`src/rtl/pipeline_skid_bp_if_pkg.sv`:
```
// Shared types and constants for the skid-buffered
// backpressure stage: beat record, LFSR taps, seed.
package pipeline_bp_pkg;

  function automatic int mod_bits(input int byts);
    return (byts > 1) ? $clog2(byts) : 1;
  endfunction

  localparam int DAT_BYTS_D = 8;
  localparam int DAT_BITS_D = DAT_BYTS_D * 8;
  localparam int CTL_BITS_D = 8;
  localparam int MOD_BITS_D = mod_bits(DAT_BYTS_D);

  // Galois taps 16,14,13,11 for a right-shifting register
  localparam logic [15:0] LFSR_TAPS   = 16'hB400;
  localparam logic [15:0] LFSR_SEED_D = 16'hACE1;

  typedef struct packed {
    logic [DAT_BITS_D-1:0] dat;
    logic                  sop;
    logic                  eop;
    logic                  err;
    logic [MOD_BITS_D-1:0] mod;
    logic [CTL_BITS_D-1:0] ctl;
  } beat_t;

  function automatic logic [15:0] lfsr_step(
    input logic [15:0] s
  );
    return (s >> 1) ^ (s[0] ? LFSR_TAPS : 16'h0000);
  endfunction

endpackage

```
`src/rtl/pipeline_skid_bp_if_if.sv`:
```
// AXI-stream style bundle: data, sidebands and
// valid/ready handshake, with source/sink modports.
interface if_axi_stream
  import pipeline_bp_pkg::*;
#(
  parameter int DAT_BITS = DAT_BITS_D,
  parameter int CTL_BITS = CTL_BITS_D,
  parameter int MOD_BITS = MOD_BITS_D
);
  logic [DAT_BITS-1:0] dat;
  logic                val;
  logic                sop;
  logic                eop;
  logic                err;
  logic [MOD_BITS-1:0] mod;
  logic [CTL_BITS-1:0] ctl;
  logic                rdy;

  modport master (
    output dat, val, sop, eop, err, mod, ctl,
    input  rdy
  );

  modport slave (
    input  dat, val, sop, eop, err, mod, ctl,
    output rdy
  );
endinterface

```
`src/rtl/pipeline_skid_bp_if_lfsr16.sv`:
```
// Free-running 16-bit Galois LFSR, loads its seed
// on reset and steps whenever enabled.
module lfsr16
  import pipeline_bp_pkg::*;
#(
  parameter int OUT_W = 16
)(
  input  logic             i_clk,
  input  logic             i_rst,
  input  logic             i_en,
  input  logic [15:0]      i_seed,
  output logic [OUT_W-1:0] o_lfsr
);

  logic [15:0] r_lfsr;

  always_ff @(posedge i_clk or negedge i_rst) begin
    if (!i_rst) begin
      r_lfsr <= i_seed;
    end else if (i_en) begin
      r_lfsr <= lfsr_step(r_lfsr);
    end
  end

  assign o_lfsr = r_lfsr[OUT_W-1:0];

endmodule

```
`src/rtl/pipeline_skid_bp_if.sv`:
```
// Fully registered stream stage: main register M feeds
// o_if, skid register S absorbs one beat under stall.
module pipeline_skid_bp_if
  import pipeline_bp_pkg::*;
#(
  parameter int          DAT_BYTS  = DAT_BYTS_D,
  parameter int          DAT_BITS  = DAT_BYTS * 8,
  parameter int          CTL_BITS  = CTL_BITS_D,
  parameter int          RANDOM_BP = 0,
  parameter logic [15:0] LFSR_SEED = LFSR_SEED_D
)(
  input logic          i_clk,
  input logic          i_rst,
  if_axi_stream.slave  i_if,
  if_axi_stream.master o_if
);

  localparam int MOD_BITS = mod_bits(DAT_BYTS);

  typedef struct packed {
    logic [DAT_BITS-1:0] dat;
    logic                sop;
    logic                eop;
    logic                err;
    logic [MOD_BITS-1:0] mod;
    logic [CTL_BITS-1:0] ctl;
  } bt_t;

  bt_t  r_m;
  bt_t  r_s;
  logic r_m_val;
  logic r_s_val;
  logic r_rdy;
  logic r_hold;

  bt_t  w_in;
  bt_t  w_m_nxt;
  bt_t  w_s_nxt;
  logic w_m_val_nxt;
  logic w_s_val_nxt;
  logic w_load;
  logic w_rdy_nxt;
  logic w_hold_nxt;
  logic w_o_val;
  logic w_in_xfer;
  logic w_out_xfer;
  logic w_m_free;
  logic w_bp_mask;
  logic w_ho_roll;
  logic [3:0] w_rnd;

  generate
    if (RANDOM_BP != 0) begin : g_lfsr
      lfsr16 #(
        .OUT_W (4)
      ) u_lfsr (
        .i_clk  (i_clk),
        .i_rst  (i_rst),
        .i_en   (1'b1),
        .i_seed (LFSR_SEED),
        .o_lfsr (w_rnd)
      );
    end else begin : g_no_lfsr
      assign w_rnd = LFSR_SEED[3:0];
    end
  endgenerate

  assign w_bp_mask = (RANDOM_BP != 0)
                   && (w_rnd[1:0] == 2'b00);
  assign w_ho_roll = (RANDOM_BP != 0)
                   && (w_rnd[3:2] == 2'b00);

  always_comb begin
    w_in.dat = i_if.dat;
    w_in.sop = i_if.sop;
    w_in.eop = i_if.eop;
    w_in.err = i_if.err;
    w_in.mod = i_if.mod;
    w_in.ctl = i_if.ctl;
  end

  // A held-off beat is invisible downstream, so it
  // cannot transfer and M counts as occupied.
  assign w_o_val    = r_m_val & ~r_hold;
  assign w_in_xfer  = i_if.val & r_rdy;
  assign w_out_xfer = w_o_val & o_if.rdy;
  assign w_m_free   = ~r_m_val | w_out_xfer;

  always_comb begin
    w_m_nxt     = r_m;
    w_s_nxt     = r_s;
    w_m_val_nxt = r_m_val;
    w_s_val_nxt = r_s_val;
    w_load      = 1'b0;
    unique case (1'b1)
      w_m_free & r_s_val: begin
        w_m_nxt     = r_s;
        w_m_val_nxt = 1'b1;
        w_s_val_nxt = 1'b0;
        w_load      = 1'b1;
      end
      w_m_free & ~r_s_val & w_in_xfer: begin
        w_m_nxt     = w_in;
        w_m_val_nxt = 1'b1;
        w_load      = 1'b1;
      end
      w_m_free & ~r_s_val & ~w_in_xfer: begin
        w_m_val_nxt = 1'b0;
      end
      ~w_m_free & w_in_xfer: begin
        w_s_nxt     = w_in;
        w_s_val_nxt = 1'b1;
      end
      default: begin
      end
    endcase
  end

  // rdy is decided from next-state only, so o_if.rdy
  // never reaches i_if.rdy combinationally.
  assign w_rdy_nxt  = ~w_s_val_nxt & ~w_bp_mask;
  assign w_hold_nxt = w_load & w_ho_roll;

  always_ff @(posedge i_clk or negedge i_rst) begin
    if (!i_rst) begin
      r_m     <= '0;
      r_s     <= '0;
      r_m_val <= 1'b0;
      r_s_val <= 1'b0;
      r_rdy   <= 1'b0;
      r_hold  <= 1'b0;
    end else begin
      r_m     <= w_m_nxt;
      r_s     <= w_s_nxt;
      r_m_val <= w_m_val_nxt;
      r_s_val <= w_s_val_nxt;
      r_rdy   <= w_rdy_nxt;
      r_hold  <= w_hold_nxt;
    end
  end

  assign i_if.rdy = r_rdy;

  assign o_if.val = w_o_val;
  assign o_if.dat = r_m.dat;
  assign o_if.sop = r_m.sop;
  assign o_if.eop = r_m.eop;
  assign o_if.err = r_m.err;
  assign o_if.mod = r_m.mod;
  assign o_if.ctl = r_m.ctl;

endmodule

```
`src/flat_wrapper.sv`:
```
// flat-port wrapper written by rule: the top's interface ports become plain ports
module pipeline_skid_bp_if_flat import pipeline_bp_pkg::*;
#(
  parameter int          DAT_BYTS  = DAT_BYTS_D,
  parameter int          DAT_BITS  = DAT_BYTS * 8,
  parameter int          CTL_BITS  = CTL_BITS_D,
  parameter int          RANDOM_BP = 0,
  parameter logic [15:0] LFSR_SEED = LFSR_SEED_D
)
  (i_clk, i_rst, i_if_dat, i_if_val, i_if_sop, i_if_eop, i_if_err, i_if_mod, i_if_ctl, i_if_rdy, o_if_dat, o_if_val, o_if_sop, o_if_eop, o_if_err, o_if_mod, o_if_ctl, o_if_rdy);
  if_axi_stream #(.DAT_BITS(DAT_BITS), .CTL_BITS(CTL_BITS)) i_if_i ();
  if_axi_stream #(.DAT_BITS(DAT_BITS), .CTL_BITS(CTL_BITS)) o_if_i ();
  input logic i_clk;
  input logic i_rst;
  input wire logic [$bits(i_if_i.dat)-1:0] i_if_dat;
  input wire logic [$bits(i_if_i.val)-1:0] i_if_val;
  input wire logic [$bits(i_if_i.sop)-1:0] i_if_sop;
  input wire logic [$bits(i_if_i.eop)-1:0] i_if_eop;
  input wire logic [$bits(i_if_i.err)-1:0] i_if_err;
  input wire logic [$bits(i_if_i.mod)-1:0] i_if_mod;
  input wire logic [$bits(i_if_i.ctl)-1:0] i_if_ctl;
  output wire logic [$bits(i_if_i.rdy)-1:0] i_if_rdy;
  output wire logic [$bits(o_if_i.dat)-1:0] o_if_dat;
  output wire logic [$bits(o_if_i.val)-1:0] o_if_val;
  output wire logic [$bits(o_if_i.sop)-1:0] o_if_sop;
  output wire logic [$bits(o_if_i.eop)-1:0] o_if_eop;
  output wire logic [$bits(o_if_i.err)-1:0] o_if_err;
  output wire logic [$bits(o_if_i.mod)-1:0] o_if_mod;
  output wire logic [$bits(o_if_i.ctl)-1:0] o_if_ctl;
  input wire logic [$bits(o_if_i.rdy)-1:0] o_if_rdy;
  assign i_if_i.dat = i_if_dat;
  assign i_if_i.val = i_if_val;
  assign i_if_i.sop = i_if_sop;
  assign i_if_i.eop = i_if_eop;
  assign i_if_i.err = i_if_err;
  assign i_if_i.mod = i_if_mod;
  assign i_if_i.ctl = i_if_ctl;
  assign i_if_rdy = i_if_i.rdy;
  assign o_if_dat = o_if_i.dat;
  assign o_if_val = o_if_i.val;
  assign o_if_sop = o_if_i.sop;
  assign o_if_eop = o_if_i.eop;
  assign o_if_err = o_if_i.err;
  assign o_if_mod = o_if_i.mod;
  assign o_if_ctl = o_if_i.ctl;
  assign o_if_i.rdy = o_if_rdy;
  pipeline_skid_bp_if #(.DAT_BYTS(DAT_BYTS), .DAT_BITS(DAT_BITS), .CTL_BITS(CTL_BITS), .RANDOM_BP(RANDOM_BP), .LFSR_SEED(LFSR_SEED)) u_core (.i_clk(i_clk), .i_rst(i_rst), .i_if(i_if_i), .o_if(o_if_i));
endmodule
```
`config.mk`:
```
export PLATFORM = sky130hd
export DESIGN_NAME = pipeline_skid_bp_if_flat
export DESIGN_NICKNAME = d
export VERILOG_FILES = /design/src/rtl/pipeline_skid_bp_if_pkg.sv /design/src/rtl/pipeline_skid_bp_if_if.sv /design/src/rtl/pipeline_skid_bp_if_lfsr16.sv /design/src/rtl/pipeline_skid_bp_if.sv /design/src/flat_wrapper.sv
export SDC_FILE = /design/constraint.sdc
export NUM_CORES = 1
export LEC_CHECK = 0
export ABC_AREA = 1
export CORE_UTILIZATION = 30
export DETAILED_ROUTE_END_ITERATION = 10
export GPL_ROUTABILITY_DRIVEN = 0
export PLACE_DENSITY = 0.61
export SYNTH_ARGS = -nofsm -noshare
export SYNTH_HDL_FRONTEND = slang
export SYNTH_SLANG_ARGS = --single-unit
export TNS_END_PERCENT = 5
```
`constraint.sdc`:
```
create_clock -name i_clk -period 1.5 [get_ports i_clk]
set_clock_uncertainty 0.2 [all_clocks]
set_input_delay 0.225 -clock i_clk [delete_from_list [all_inputs] [get_ports i_clk]]
set_output_delay 0.225 -clock i_clk [all_outputs]
set_load 0.02 [all_outputs]
```
==> impl_metrics.yaml <==
sta:
  tightest_slew_ns: 0.471
  finalCritPeriodShare_pct: 102
  setup_violations: 2
  rsz0062_at_grt: "true"
  hold_viol: 0
  clock.fmax_mhz: 655
  layout_setup_ws_ns: -0.0279
  fin_crit_ns: 1.53
  max_slew_margin_pct: 68.6
  slew_violations: 0
yosys:
  synth_top_family_by_area: "simple AND/OR/NAND/NOR gates"
  synth_fa_ha_area_share_pct: 0
  avgSynthCellArea_um2: 7.88
  synthCells: 939
  synth-edff-count: 0
  netlist_area_um2: 7400
  synth-simple-area-share_pct: 23.1
  synth_ff_type: "dfrtp_1"
  synth.net_count: 1021
  synth_compound_area_share_pct: 10.6
  synth_seq_cells: 159
  yosysUniqueCellTypes: 17
  yosys.area_share.xor_xnor_pct: 0
  synth_warnings: 0
  synthArstFlopShare_pct: 100
  yosysSeqAreaShare_pct: 53.8
  synthMuxAreaShare_pct: 0
pwr:
  p_int_w: 0.00918
  p_leak_nw: 5.09
  p_sw_w: 0.00510
  combPwrFrac_pct: 28.8
  pwr-share-seq_pct: 42.4
  p_sw_share_pct: 35.7
  power_density_nw_per_um2: 1440
  p_clk_share_pct: 28.8
  max-vdd-ir-drop_v: 0.000585
min_path:
  hp-class: "in -> async"
die:
  die_area_um2: 25300
  die_w_um: 159
  core_area_um2: 24200
  num_rows: 57
  die_h_um: 159
  initial_core_util_pct: 30.5
  ios: 162
global_routing:
  overflow: 0
  antenna_found_initial: 1
  grt_use_total_pct: 16.5
  grt_max_degree: 83
  grt_pass1_vias: 6201
  grt_pass1_wl_um: 33300
critical_path:
  critPathSlowestCell: "dfrtp_2"
  crit_type: "reg -> out"
  critical_path_required_ns: 1.07
  end_kind: "output pin"
  worstSetupStartpointType: "flop"
  critPathArrivalTime_ns: 1.10
  critical_path.max_stage_delay_ns: 0.44
  path_cells: "buf_6, buf_12"
  path_max_fanout: 3
  r2r_setup_slack_ns: 0.01
final_layout:
  finalNetCount: 1171
  multi_input_area_um2: 2530
  seq_area_um2: 3980
  fin_area_um2: 9890
  layout-drive-gt1-share_pct: 14.4
  syn2layout_area_growth_pct: 33.7
  fillers: 2467
detailed_routing:
  postRouteAntennaNets: 0
  viasPerCell: 4.59
  drtPass1Iterations: 5
  drt_wl_total_um: 20200
  avgRoutedWirePerCell_um: 14.1
  drc: 0
  drt_iter0_markers: 376
  via_count: 6552
placed_design:
  pre_cts_ws_ns: -0.385
  dp_hpwl_um: 12500
  dpl-instance-area_um2: 9610
  port_buffers: 161
clock_network:
  cts_buffers: 17
  cts_num_sinks: 159
  clk_latency_ns: 0.42
  cts.path.max_buffers: 2
  cts.clk_slew.worst_paths_ns: 0.07
  root_buffer: "clkbuf_16"
  htreeDepth: 4
  cts_tree: "built"
outcome:
  violations: "setup timing"
  status: "finished with violations"
flow_run:
  cap_violations: 0
[metrics by stage]
step / setup TNS [ns] / power [W] / hold WS [ns] / util (%) / instances
6_report: -0.0361 / 0.0143 / 0.161 / 40.8 / 1427
5_1_grt: -4.18 / 0.0152 / 0.146 / 40.8 / 1426
4_1_cts: -0.0937 / 0.0145 / 0.142 / 40.7 / 1425
3_5_place_dp: -53.24 / 0.0108 / 0.0243 / 39.6 / 1391
3_3_place_gp: -48.98 / 0.0107 / 0.0292 / 39.6 / 1391
2_1_floorplan: -0.00361 / 0.00847 / -0.271 / - / 939
[final timing paths]
check | startpoint | endpoint | depth (start not counted)
worst max-delay path | u_core.r_m_val$_DFFE_PN0P_ | o_if_val | 2
worst min-delay path | i_rst | u_core.o_if.dat[8]$_DFFE_PN0P_ | 3
worst max register to register | u_core.i_if.rdy$_DFF_PN0_ | u_core.o_if.dat[35]$_DFFE_PN0P_ | 7
worst min register to register | u_core.o_if.dat[5]$_DFFE_PN0P_ | u_core.o_if.dat[5]$_DFFE_PN0P_ | 2
max in group asynchronous | i_rst | u_core.o_if.dat[41]$_DFFE_PN0P_ | 3
min in group i_clk | i_if_dat[28] | u_core.r_s[42]$_DFFE_PN0P_ | 3
[layout make-up]
type | count | area share [%]
timing repair buffer | 197 | 18.3
tap | 324 | 4.10
antenna | 1 | 0.0253
inverter | 160 | 6.12
clock buffer | 18 | 4.34
multi-input combinational | 554 | 25.5
sequential | 159 | 40.3
clock inverter | 14 | 1.30
[worst max-delay path: cells and delay by family (launching register included)]
kind,cells,cell delay (ns)
flip-flops,1,0.44
buffers and inverters,2,0.25
[registers in the layout, indices dropped and copies added, names as in the netlist]
register / count
u_core.o_if.dat: 64
u_core.r_m_val: 1
u_core.o_if.sop: 1
u_core.r_s: 78
u_core.o_if.mod: 3
u_core.o_if.eop: 1
u_core.r_s_val: 1
u_core.i_if.rdy: 1
u_core.o_if.ctl: 8
u_core.o_if.err: 1
[kinds of logic after synthesis]
kind of cell / after synthesis
buf+inv: 226
simple gates: 397
compound gates: 157
flops: 159
[cells in the mapped netlist, types with 3 or more instances]
| master | number | area (um^2) |
|---|---|---|
| nand2_1 | 313 | 1170 |
| dfrtp_1 | 159 | 3980 |
| inv_1 | 157 | 589 |
| o21ai_0 | 104 | 521 |
| nand4_1 | 78 | 488 |
| o21ai_1 | 52 | 260 |
| clkbuf_1 | 31 | 116 |
| buf_2 | 25 | 125 |
| buf_4 | 4 | 30.0 |
| buf_6 | 4 | 45.0 |
| inv_2 | 3 | 11.3 |
| nand2_2 | 3 | 18.8 |
[cells in the final DEF (no fill, tap or decap)]
master             n
nand2_2            2
clkinv_8           1
clkinvlp_4         3
inv_4              2
buf_12            20
clkinv_4           6
buf_4             13
nand2_4            1
clkbuf_1           1
buf_2             69
inv_1            157
buf_6              5
a21oi_1            1
o21ai_1           57
inv_6              3
clkbuf_16         17
dfrtp_2            2
nand2_1          312
nand3_2            2
dlygate4sd3_1      1
inv_8              1
dfrtp_1          157
nand3_4            1
inv_2              1
nand4_1           78
clkdlybuf4s50_1   80
diode_2            1
clkdlybuf4s15_2    9
nand2_8            1
o21ai_0           99
[metal layers]
layer | wire (um) | global-route usage (%) | share of wire [%]
met3 | 1140 | 3.91 | 5.7
met4 | 157 | 3.58 | 0.78
met2 | 9110 | 25.9 | 45
met5 | 0 | 0 | 0
met1 | 9730 | 23.0 | 48
[power groups by stage]
| stage | logic (W) | clock network, W | registers [W] |
|---|---|---|---|
| after global placement | 0.00457 | 0 | 0.00612 |
| final | 0.00411 | 0.00411 | 0.00605 |
| after detailed placement | 0.00464 | 0 | 0.00612 |
| after floorplan | 0.00173 | 0 | 0.00674 |
| after CTS | 0.00415 | 0.00425 | 0.00605 |
| after global routing | 0.00460 | 0.00445 | 0.00619 |
[timing repair]
item                                    CTS  global route
gates cloned                              0             0
hold endpoints to repair                159             0
hold buffers                              1             0
buffers inserted                          1             1
endpoints found under the setup margin  111           160
gates resized for setup                 312             9
No activity file was read; power rests on OpenSTA's default activity.
